===== config.mk =====
export PLATFORM = sky130hd
export DESIGN_NAME = if_fetch_stage
export DESIGN_NICKNAME = d
export VERILOG_FILES = /design/src/rtl/if_fetch_stage.sv
export SDC_FILE = /design/constraint.sdc
export NUM_CORES = 1
export LEC_CHECK = 0
export ABC_CLOCK_PERIOD_IN_PS = 1800
export CAP_MARGIN = 20
export CORE_MARGIN = 4
export CORE_UTILIZATION = 36
export CTS_CLUSTER_SIZE = 16
export DETAILED_ROUTE_END_ITERATION = 12
export GPL_TIMING_DRIVEN = 0
export PLACE_DENSITY = 0.73
export SLEW_MARGIN = 10
export SYNTH_ARGS = -nofsm -noshare
export SYNTH_HDL_FRONTEND = slang
export SYNTH_SLANG_ARGS = --single-unit

===== constraint.sdc =====
create_clock -name clk -period 1.8 [get_ports clk]
set_input_delay 0.18 -clock clk [delete_from_list [all_inputs] [get_ports clk]]
set_output_delay 0.18 -clock clk [all_outputs]
set_load 0.01 [all_outputs]

===== src/rtl/if_fetch_stage.sv =====
// if_fetch_stage: PC register, single-outstanding imem fetch and IF/ID register with stall/redirect handling.
// Optional IF_BUBBLE_CNT_EN adds a saturating count of bubbles loaded into IF/ID.
module if_fetch_stage #(
  parameter logic [31:0] RESET_PC = 32'h0000_0000
) (
  input  logic        clk,
  input  logic        rst,
  output logic        imem_req,
  output logic [31:0] imem_addr,
  input  logic        imem_ready,
  input  logic [31:0] imem_rdata,
  input  logic        stall,
  input  logic        redirect,
  input  logic [31:0] redirect_pc,
  output logic [31:0] pc,
  output logic        if_id_valid,
  output logic [31:0] if_id_instr,
  output logic [31:0] if_id_pc4
`ifdef IF_BUBBLE_CNT_EN
  ,
  output logic [31:0] bubble_cnt
`endif
);
  typedef enum logic [1:0] {FETCH, HOLD, DRAIN} state_e;
  state_e      state_q, state_d;
  logic [31:0] pc_q, pc_d, drain_q, drain_d;
  logic [31:0] hold_instr_q, hold_instr_d, hold_pc4_q, hold_pc4_d;
  logic [31:0] instr_q, instr_d, pc4_q, pc4_d;
  logic        valid_q, valid_d;
  logic [31:0] pc_plus4, target;
  logic        lost_req;
  assign pc_plus4    = pc_q + 32'd4;
  assign target      = redirect_pc & ~32'd3;
  assign lost_req    = state_q == FETCH && !imem_ready;
  assign imem_req    = !rst && state_q != HOLD;
  assign imem_addr   = state_q == DRAIN ? drain_q : pc_q;
  assign pc          = pc_q;
  assign if_id_valid = valid_q;
  assign if_id_instr = instr_q;
  assign if_id_pc4   = pc4_q;
  always_comb begin
    state_d      = state_q;
    pc_d         = pc_q;
    drain_d      = drain_q;
    hold_instr_d = hold_instr_q;
    hold_pc4_d   = hold_pc4_q;
    instr_d      = instr_q;
    pc4_d        = pc4_q;
    valid_d      = valid_q;
    if (redirect) begin
      pc_d    = target;
      valid_d = 1'b0;
      state_d = lost_req || state_q == DRAIN ? DRAIN : FETCH;
      drain_d = lost_req ? pc_q : drain_q;
    end else begin
      case (state_q)
        FETCH: begin
          if (imem_ready) begin
            pc_d = pc_plus4;
            if (stall) begin
              hold_instr_d = imem_rdata;
              hold_pc4_d   = pc_plus4;
              state_d      = HOLD;
            end else begin
              instr_d = imem_rdata;
              pc4_d   = pc_plus4;
              valid_d = 1'b1;
            end
          end else if (!stall) begin
            valid_d = 1'b0;
          end
        end
        HOLD: begin
          if (!stall) begin
            instr_d = hold_instr_q;
            pc4_d   = hold_pc4_q;
            valid_d = 1'b1;
            state_d = FETCH;
          end
        end
        DRAIN: begin
          state_d = imem_ready ? FETCH : DRAIN;
          valid_d = stall ? valid_q : 1'b0;
        end
        default: state_d = FETCH;
      endcase
    end
  end
  always_ff @(posedge clk) begin
    if (rst) begin
      state_q      <= FETCH;
      pc_q         <= RESET_PC;
      drain_q      <= '0;
      hold_instr_q <= '0;
      hold_pc4_q   <= '0;
      instr_q      <= '0;
      pc4_q        <= '0;
      valid_q      <= 1'b0;
    end else begin
      state_q      <= state_d;
      pc_q         <= pc_d;
      drain_q      <= drain_d;
      hold_instr_q <= hold_instr_d;
      hold_pc4_q   <= hold_pc4_d;
      instr_q      <= instr_d;
      pc4_q        <= pc4_d;
      valid_q      <= valid_d;
    end
  end
`ifdef IF_BUBBLE_CNT_EN
  logic [31:0] bubble_q;
  logic        bubble;
  // a bubble is any IF/ID write with valid=0: flush, or an empty cycle decode is not stalling on
  assign bubble     = redirect || (!stall && (lost_req || state_q == DRAIN));
  assign bubble_cnt = bubble_q;
  always_ff @(posedge clk) begin
    if (rst) bubble_q <= '0;
    else if (bubble && bubble_q != '1) bubble_q <= bubble_q + 32'd1;
  end
`endif
endmodule


==> impl_metrics.yaml <==
outcome:
  status: "finished, violations left"
  violations: "setup timing"
detailed_routing:
  vias: 9526
  ant_nets: 0
  highest_layer: "met5"
  wl_met2_mm: 16.43
  route.met3.wl_mm: 2.975
  via_per_inst: 5.568
  drt_iter0_drc: 991
  m1WireLength_mm: 14.22
  drc_errors: 0
  totalWireLength_mm: 34.99
  wl_per_cell_um: 20.45
  first_pass_iters: 5
synth:
  synth_top_cells_by_count: "dfxtp_1, nand2_1, nor2_1, a21oi_1, a211oi_1"
  yosys_warnings: 0
  synth_area_um2: 8892
  async_flop_share_pct: 0
  synth_most_common_cell: "dfxtp_1"
  ys_seq_area_share_pct: 42.10
  ys_ff_latch: 187
  yosys.area.top_type_share_pct: 42.10
  yosysTopAreaCell: "dfxtp_1"
  synth_edf_count: 0
  synth_cells: 1063
  avgSynthCellArea_um2: 8.365
  synth_top_flop_cell: "dfxtp_1"
  synthDistinctLibCells: 60
  synthTopCellsByArea: "dfxtp_1, nand2_1, a211oi_1, nor2_1, a21oi_1"
place:
  placed_cells: 1580
  hpwlAfterDp_mm: 21.83
  gp_congestion: 0.8899
  portBuffers: 188
  placed_cell_area_um2: 11230
cts:
  cts_hold_buf: 0
  clkSlewWorstSetupHoldPaths_ns: 0.08
  cts_buffers: 17
  clockBufferDepth: 2
  cts-htree-levels: 4
  cts-root-buf: "clkbuf_16"
  clk_latency_ns: 0.45
  cts_tree: "yes"
  cts.sinks: 187
critical_path:
  path_class: "flip-flop to flip-flop"
  startpoint_type: "flip-flop"
  worstPathArrival_ns: 2.31
  worstPathRequired_ns: 2.10
  cp-end-kind: "flip-flop"
  crit_fanout: 5
finish:
  nets: 1448
  drive_gt1_share_pct: 31.65
  areaGrowthSynthToFinish_pct: 58.11
  n_antenna_cell: 0
  design_area_um2: 14060
  final_util_pct: 57.81
  final_cells: 1711
timing:
  final_hold_viol_count: 0
  rsz0062_at_grt: "yes"
  fin_skew_ns: 0.01458
  fmax_mhz: 497.2
  setup_viol: 80
  finalCritPeriodShare_pct: 111.7
  min_period_ns: 2.011
  worst_slack_ns: -0.2113
  worst_slew_pin_slew_ns: 0.8410
  maxSlewViolCount: 0
  slew_headroom_pct: 43.93
floorplan:
  row_count: 57
  die_w_um: 165.2
  coreArea_um2: 24320
  die_h_um: 165.2
  initial_core_util_pct: 36.56
  num_io_pins: 199
  die_area_um2: 27280
grt:
  grt_pass1_vias: 8498
  antenna_found_initial: 1
  grt-ovfl-total: 0
  grt_pass1_wl_mm: 47.05
  grt_start_max_net_pins: 22
  grt_usage_pct: 22.16
worst_hold_path:
  holdCritPathClass: "input port to flip-flop"
flow_run:
  drv_cap: 0
power_and_ir_drop:
  ir_worst_vdd_mv: 0.5821
  power.density_nw_per_um2: 754.2
  leakagePower_nw: 5.184
-- cells in the final DEF (no fill, tap or decap), types with 13 or more instances in the layout --
| master | instances |
|---|---|
| nand2_1 | 168 |
| dfxtp_1 | 162 |
| clkdlybuf4s50_1 | 157 |
| buf_4 | 98 |
| nor2_1 | 91 |
| a21oi_1 | 84 |
| buf_6 | 67 |
| a211oi_1 | 51 |
| mux2i_1 | 38 |
| mux2_4 | 29 |
| a211oi_2 | 29 |
| xor2_1 | 28 |
| clkbuf_16 | 24 |
| clkbuf_1 | 21 |
| nor2_2 | 19 |
| dfxtp_2 | 19 |
| nand4_1 | 17 |
| nand3_1 | 14 |
| xnor2_1 | 14 |
| or3_1 | 13 |
-- worst max-delay path, cell delays in order (launching register included) --
cell,delay [ns]
dfxtp_4,0.39
inv_4,0.06
ha_4,0.19
nand2b_4,0.16
a211o_1,0.30
buf_4,0.16
buf_4,0.13
or3_1,0.30
o21ai_0,0.09
a211oi_1,0.07
-- layer usage --
metal / track usage, % / up-vias
met1: 29.29 / 4543
li1: - / 4299
met3: 3.773 / 121
met5: 0 / -
met4: 7.788 / 2
met2: 36.54 / 561
-- path summary, 6_finish.rpt --
path | from | end | slack, ns | cells after the start
min | stall | if_id_pc4[16]$_SDFFE_PP0P_ | 0.25 | 4
max reg2reg | state_q[1]$_SDFFE_PP0P_ | if_id_pc4[31]$_SDFFE_PP0P_ | -0.21 | 9
max | state_q[1]$_SDFFE_PP0P_ | if_id_pc4[31]$_SDFFE_PP0P_ | -0.21 | 9
min reg2reg | hold_instr_q[3]$_SDFFE_PP0P_ | hold_instr_q[3]$_SDFFE_PP0P_ | 0.46 | 2
-- registers in the layout, indices dropped and copies added, names as in the netlist, named ones only --
| name | count |
|---|---|
| pc | 30 |
| if_id_instr | 32 |
| if_id_pc4 | 30 |
| state_q | 2 |
| hold_instr_q | 32 |
| drain_q | 30 |
| hold_pc4_q | 30 |
-- layout make-up --
type                            instances  area, µm²
Buffer                                100      880.8
Clock inverter                         15      186.4
Timing Repair Buffer                  294       2910
Multi-Input combinational cell        765       5423
Tap cell                              324      405.4
Clock buffer                           17      425.4
Sequential cell                       187       3790
Inverter                                9      38.79
Fill cell                            1989      10260
-- logic make-up (layout without fill, tap and decap cells) --
family / after synthesis / count (layout) / share of synthesized area [%]
AOI/OAI and AO/OA: 230 / 230 / 16.60
xor gates and xnor gates: 49 / 49 / 4.826
adders and majority gates: 5 / 5 / 0.7035
buffers and inverters: 116 / 435 / 6.430
DFF: 187 / 187 / 42.10
muxes: 67 / 67 / 7.950
other: 1 / 6 / 0.04217
and+or+nand+nor: 408 / 408 / 21.35
-- report_power, final --
group | internal [mW] | leakage (nW) | switching [mW]
logic | 1.09 | 3.35 | 1.09
registers | 4.33 | 1.53 | 0.151
clock network | 1.91 | 0.298 | 2.04
total | 7.32 | 5.18 | 3.28
-- through the flow --
stage                       TNS, ns  hold WS [ns]  worst slack, ns  power [mW]
after global routing         -13.03        0.3002          -0.2516       10.88
after CTS                    -5.982        0.1836          -0.1644       10.26
after detailed placement     -94.85        0.4447          -0.7041       6.152
after global placement       -89.44        0.4382          -0.6828       6.129
after floorplan           -0.004193        0.3160        -0.004193       5.377
final                        -7.559        0.2526          -0.2113       10.60
-- what timing repair did --
action	CTS	global route
setup buffers	37	61
gates resized for setup	320	235
pin swaps	20	88
cloned	5	4
setup endpoints to repair	214	210
endpoints found under the hold margin	0	0
Note: power is estimated with default switching activity, not from simulation.
